--- src/rtl/house_sorter.sv ---
// House sorter: spins a player's house display through G->S->R->H for a fixed number of
// steps, then locks it to a pseudo-random house taken from a free-running LFSR.
module house_sorter #(
    parameter int unsigned STEP_FRAMES = 4,
    parameter int unsigned SPIN_STEPS  = 8
) (
    input  logic       clk,
    input  logic       reset,
    input  logic       frame_tick,
    input  logic       start,
    input  logic       player,
    input  logic       show_lb,
    input  logic [7:0] score1,
    input  logic [7:0] score2,
    output logic       R1,
    output logic       G1,
    output logic       S1,
    output logic       H1,
    output logic       R2,
    output logic       G2,
    output logic       S2,
    output logic       H2,
    output logic       Rl,
    output logic       Gl,
    output logic       Sl,
    output logic       Hl,
    output logic       leaderboard,
    output logic       player_sel,
    output logic       busy,
    output logic       done
);

    typedef enum logic [1:0] {StIdle, StSpin, StLock, StDone} state_e;

    localparam logic [3:0] FRAME_LAST = 4'(STEP_FRAMES - 1);
    localparam logic [4:0] STEP_LAST  = 5'(SPIN_STEPS - 1);

    state_e      state_q, state_d;
    logic [7:0]  lfsr_q, lfsr_d;
    logic [3:0]  frame_q, frame_d;
    logic [4:0]  step_q, step_d;
    logic        sel_q, sel_d;
    // House registers are one-hot indexed by house code: bit0=G, bit1=S, bit2=R, bit3=H.
    logic [3:0]  house1_q, house1_d;
    logic [3:0]  house2_q, house2_d;
    logic [3:0]  lb_house_q, lb_house_d;
    logic        lb_q, lb_d;
    logic        busy_q, busy_d;
    logic        done_q, done_d;

    logic [3:0]  cur_house;
    logic [3:0]  new_house;
    logic        write_house;
    logic        write_sel;

    always_comb begin
        state_d     = state_q;
        frame_d     = frame_q;
        step_d      = step_q;
        sel_d       = sel_q;
        house1_d    = house1_q;
        house2_d    = house2_q;
        cur_house   = sel_q ? house2_q : house1_q;
        new_house   = cur_house;
        write_house = 1'b0;
        write_sel   = sel_q;

        unique case (state_q)
            StIdle: begin
                if (start) begin
                    state_d     = StSpin;
                    sel_d       = player;
                    frame_d     = '0;
                    step_d      = '0;
                    new_house   = 4'b0001;
                    write_house = 1'b1;
                    write_sel   = player;
                end
            end
            StSpin: begin
                if (frame_tick) begin
                    if (frame_q == FRAME_LAST) begin
                        frame_d = '0;
                        if (step_q == STEP_LAST) begin
                            state_d = StLock;
                        end else begin
                            step_d      = step_q + 5'd1;
                            // Rotating the one-hot left is code+1: G->S->R->H->G.
                            new_house   = {cur_house[2:0], cur_house[3]};
                            write_house = 1'b1;
                        end
                    end else begin
                        frame_d = frame_q + 4'd1;
                    end
                end
            end
            StLock: begin
                new_house   = 4'b0001 << lfsr_q[1:0];
                write_house = 1'b1;
                step_d      = '0;
                state_d     = StDone;
            end
            StDone: begin
                state_d = StIdle;
            end
            default: begin
                state_d = StIdle;
            end
        endcase

        if (write_house) begin
            if (write_sel) begin
                house2_d = new_house;
            end else begin
                house1_d = new_house;
            end
        end
    end

    always_comb begin
        lfsr_d     = {lfsr_q[6:0], lfsr_q[7] ^ lfsr_q[5] ^ lfsr_q[4] ^ lfsr_q[3]};
        busy_d     = (state_d == StSpin) || (state_d == StLock);
        done_d     = (state_d == StDone);
        // busy_d already covers an accepted start, so start wins over show_lb.
        lb_d       = show_lb && !busy_d;
        lb_house_d = (score2 > score1) ? house2_q : house1_q;
    end

    always_ff @(posedge clk) begin
        if (reset) begin
            state_q    <= StIdle;
            lfsr_q     <= 8'h01;
            frame_q    <= '0;
            step_q     <= '0;
            sel_q      <= 1'b0;
            house1_q   <= '0;
            house2_q   <= '0;
            lb_house_q <= '0;
            lb_q       <= 1'b0;
            busy_q     <= 1'b0;
            done_q     <= 1'b0;
        end else begin
            state_q    <= state_d;
            lfsr_q     <= lfsr_d;
            frame_q    <= frame_d;
            step_q     <= step_d;
            sel_q      <= sel_d;
            house1_q   <= house1_d;
            house2_q   <= house2_d;
            lb_house_q <= lb_house_d;
            lb_q       <= lb_d;
            busy_q     <= busy_d;
            done_q     <= done_d;
        end
    end

    assign {H1, R1, S1, G1} = house1_q;
    assign {H2, R2, S2, G2} = house2_q;
    assign {Hl, Rl, Sl, Gl} = lb_house_q;
    assign leaderboard      = lb_q;
    assign player_sel       = sel_q;
    assign busy             = busy_q;
    assign done             = done_q;

endmodule

--- config.mk ---
export PLATFORM = sky130hd
export DESIGN_NAME = house_sorter
export DESIGN_NICKNAME = d
export VERILOG_FILES = /design/src/rtl/house_sorter.sv
export SDC_FILE = /design/constraint.sdc
export NUM_CORES = 1
export LEC_CHECK = 0
export CAP_MARGIN = 15
export CORE_AREA = 2 2 67 69
export DETAILED_ROUTE_END_ITERATION = 16
export DIE_AREA = 0 0 69 71
export PLACE_DENSITY = 0.78
export SYNTH_ARGS = -nofsm -noshare
export SYNTH_HDL_FRONTEND = slang
export SYNTH_SLANG_ARGS = --single-unit
export TNS_END_PERCENT = 10
--- constraint.sdc ---
create_clock -name clk -period 1.5 [get_ports clk]
set_input_delay 0.3 -clock clk [delete_from_list [all_inputs] [get_ports clk]]
set_output_delay 0.3 -clock clk [all_outputs]
set_load 0.01 [all_outputs]
==> out/summary.json <==
{
  "complex_gate_fraction_of_the_synthesized_area": {"value": 0.162},
  "cell_variety_after_synth": {"value": 48},
  "gp_congestion": {"value": 0.750},
  "slew_headroom": {"value": 0.779},
  "path_max_fanout": {"value": 3},
  "grt_remaining_overflow": {"value": 0},
  "post-route-drc-count": {"value": 0},
  "grt_antenna_before_repair": {"value": 0},
  "finalMaxSlewViolations": {"value": 0},
  "vdd.ir_drop.worst": {"value": 0.556, "unit": "mV"},
  "cp_slowest_stage_delay": {"value": 0.35, "unit": "ns"},
  "status": {"value": "finished with violations"},
  "die-width": {"value": 69, "unit": "um"},
  "setup-tns-final": {"value": -0.383, "unit": "ns"},
  "design.final.nets": {"value": 289},
  "crit_required": {"value": 1.68, "unit": "ns"},
  "power_density": {"value": 768, "unit": "nW/um^2"},
  "fp-row-count": {"value": 24},
  "grt_usage": {"value": 0.171},
  "grt_start_max_net_pins": {"value": 22},
  "cp-end-kind": {"value": "flop"},
  "post_synth_fa_ha_maj_area_fraction": {"value": 0.0770},
  "cts_max_level": {"value": 2},
  "cp_num_buf_inv": {"value": 0},
  "die_area": {"value": 4900, "unit": "um^2"},
  "timing.critical_path.cells": {"value": "ha_4 -> nor4bb_4 -> nand3_4 -> o21bai_4 -> ha_4 -> nor2b_4"},
  "yosys.cell_count.top_type": {"value": "dfxtp_1"},
  "cp.arrival": {"value": 1.75, "unit": "ns"},
  "netlist_area": {"value": 1790, "unit": "um^2"},
  "startpoint_type": {"value": "flop"},
  "grt_pass1_vias": {"value": 1528},
  "synth_mux_area_frac": {"value": 0.0343},
  "worst_pin_slew": {"value": 0.331, "unit": "ns"},
  "num_io_pins": {"value": 38},
  "route.vias.total": {"value": 1543},
  "setup_ws": {"value": -0.0755, "unit": "ns"},
  "synth_top_family_by_area": {"value": "simple AND/OR/NAND/NOR gates"},
  "slowest_stage": {"value": "dfxtp_2"},
  "cp.depth": {"value": 6},
  "num-fill-cells": {"value": 337},
  "hpwlAfterDp": {"value": 2.94, "unit": "mm"},
  "final_core_utilization": {"value": 0.663},
  "leakage_dissipation": {"value": 1.13, "unit": "nW"},
  "areaGrowthSynthToFinish": {"value": 56.1, "unit": "%"},
  "synth.yosys.seq_area_share": {"value": 0.392},
  "share_of_layout_cells_above_drive_strength_1": {"value": 0.397},
  "vias_per_cell": {"value": 4.99},
  "initial_core_util": {"value": 0.425},
  "dr.first_iter.drc_count": {"value": 58},
  "cts_made_buffers": {"value": 5},
  "holdBufCountCts": {"value": 0},
  "max_cap_viol_count": {"value": 0},
  "synth_enable_flop_cells": {"value": 0},
  "clk_pin_slew": {"value": 0.06, "unit": "ns"},
  "postSynthNetCount": {"value": 218},
  "synth_simple_gate_area_frac": {"value": 0.252},
  "drtPass1Iterations": {"value": 4},
  "register_bit_count_reported_by_yosys": {"value": 35},
  "hold_violations": {"value": 0},
  "clk_latency_worst_skew_pair": {"value": 0.29, "unit": "ns"},
  "period_share": {"value": 1.05},
  "unrepaired_setup_endpoints_after_global_routing": {"value": "yes"},
  "ff2ff_path_depth": {"value": 6},
  "post_synth.cell_area_avg": {"value": 9.66, "unit": "um^2"},
  "worst_hold_path_type": {"value": "reg2reg"},
  "critical_path_class": {"value": "reg2reg"},
  "core_outline_area": {"value": 4200, "unit": "um^2"},
  "die_height": {"value": 71, "unit": "um"},
  "setup_viol": {"value": 11},
  "fin_worst_skew": {"value": 0.00667, "unit": "ns"},
  "clk_path_buf_depth": {"value": 2},
  "hold-path-cell-count": {"value": 1},
  "detail_route.wirelength": {"value": 4.20, "unit": "mm"},
  "critPathTopFamily": {"value": "simple AND/OR/NAND/NOR gates"},
  "post_synth_main_area_contributors": {"value": "dfxtp_1 39%, ha_1 7.7%, nor2b_1 4.6%"},
  "yosysTopAreaCellShare": {"value": 0.392},
  "most_numerous_cell_types_in_the_synthesized_netlist": {"value": "35 x dfxtp_1, 16 x nor2_1, 13 x nor2b_1"},
  "finalCriticalPeriod": {"value": 1.58, "unit": "ns"},
  "dp_worst_setup_slack": {"value": -0.760, "unit": "ns"},
  "clkSinkCount": {"value": 35},
  "grt_first_pass_wirelength": {"value": 6.72, "unit": "mm"},
  "cp_common_cell": {"value": "ha_4"},
  "post_synth_xor_area_fraction": {"value": 0.0441},
  "synth-main-ff-cell": {"value": "dfxtp_1"},
  "ys_async_sr_fraction": {"value": 0},
  "violated_checks": {"value": "setup timing"},
  "max_freq": {"value": 635, "unit": "MHz"},
  "io_buf_count": {"value": 37},
  "final_antenna_net_count": {"value": 0},
  "routedWlPerCell": {"value": 13.6, "unit": "um"},
  "n_antenna_cell": {"value": 0},
  "synthesis.yosys.warnings": {"value": 0},
  "yosysTopAreaCell": {"value": "dfxtp_1"},
  "syn_inst": {"value": 185},
  "clock_tree_from_tritoncts": {"value": "yes"},
  "clock_tree.root_cell": {"value": "clkbuf_8"}
}
==> sequential cells by signal (all words and copies together) (netlist names) <==
| register | flops |
|---|---|
| frame_q | 4 |
| leaderboard | 1 |
| step_q | 5 |
| player_sel | 1 |
| house1_q | 4 |
| house2_q | 4 |
| state_q | 2 |
| lfsr_q | 8 |
| busy | 1 |
| done | 1 |
| lb_house_q | 4 |
==> stage by stage <==
stage	power (mW)	instances	cell area [um^2]	hold WS, ns
floorplan	1.19	185	1870	0.414
global placement	1.36	293	2450	0.421
detailed placement	1.37	293	2450	0.438
CTS	2.13	306	2670	0.450
global route	2.24	309	2790	0.454
finish	2.14	309	2790	0.446
==> final cells by class <==
cell class	count	area [um^2]	area share
Clock buffer	8	100	0.0359
Multi-Input combinational cell	135	1250	0.448
Inverter	9	51.3	0.0184
Sequential cell	35	712	0.255
Timing Repair Buffer	70	611	0.219
Tap cell	52	65.1	0.0233
==> placed cells by master (no fill, tap or decap), types with 2 or more instances in the layout <==
cell             Yosys  routed
ha_4                 0       9
or3b_1               4       4
o21ai_1              0       4
dlygate4sd2_1        0      11
o21ai_0              9       5
clkdlybuf4s15_2      0       4
inv_8                0       2
xnor2_1              4       4
nand3_1              6       4
inv_1                9       3
nand3b_1             2       2
nor2_1              16      14
buf_6                1       5
inv_2                0       3
a21oi_1              9       9
mux2i_1              5       5
nand4_1              2       2
and2_1               5       3
a211oi_1             6       3
nor2_2               1       3
a211oi_2             1       3
nor2b_1             13      11
nand2_1              5       5
and2_4               0       2
nor2b_4              0       2
clkbuf_8             0       7
clkdlybuf4s50_1      0      11
xor2_1               5       5
buf_2                1       2
o2bb2ai_1            4       4
nor3b_2              1       2
buf_4                0      32
dfxtp_1             35      28
clkdlybuf4s15_1      0       4
dfxtp_2              0       6
==> metal layers <==
layer,vias up,wire (um),share of wire,track usage
met5,-,0,0,0
met4,0,71,0.017,0.0654
met3,7,135,0.032,0.0399
met2,25,2090,0.50,0.288
met1,715,1910,0.45,0.212
li1,796,-,-,-
==> kinds of logic after synthesis <==
logic type / Yosys count
AOI/OAI and AO/OA: 40
xor gates and xnor gates: 9
muxes: 6
adders and majority gates: 11
and+or+nand+nor: 69
DFF: 35
buffers and inverters: 15
==> worst paths after layout <==
check / startpoint / to / slack (ns)
setup / recovery: step_q[0]$_SDFFE_PP0P_ / busy$_SDFF_PP0_ / -0.08
hold / removal: lfsr_q[6]$_SDFF_PP0_ / lfsr_q[7]$_SDFF_PP0_ / 0.45
setup reg to reg: step_q[0]$_SDFFE_PP0P_ / busy$_SDFF_PP0_ / -0.08
hold reg to reg: lfsr_q[6]$_SDFF_PP0_ / lfsr_q[7]$_SDFF_PP0_ / 0.45
==> power breakdown <==
group	internal, mW	switching [mW]	leakage [nW]
clock network	0.419	0.328	0.0515
logic	0.226	0.181	0.787
registers	0.960	0.0291	0.288
==> what timing repair did <==
action / CTS / global route
setup buffers: 5 / 3
resized for setup: 81 / 20
endpoints found under the setup margin: 26 / 23
pin swaps: 28 / 16
No activity file was read; power rests on OpenSTA's default activity.
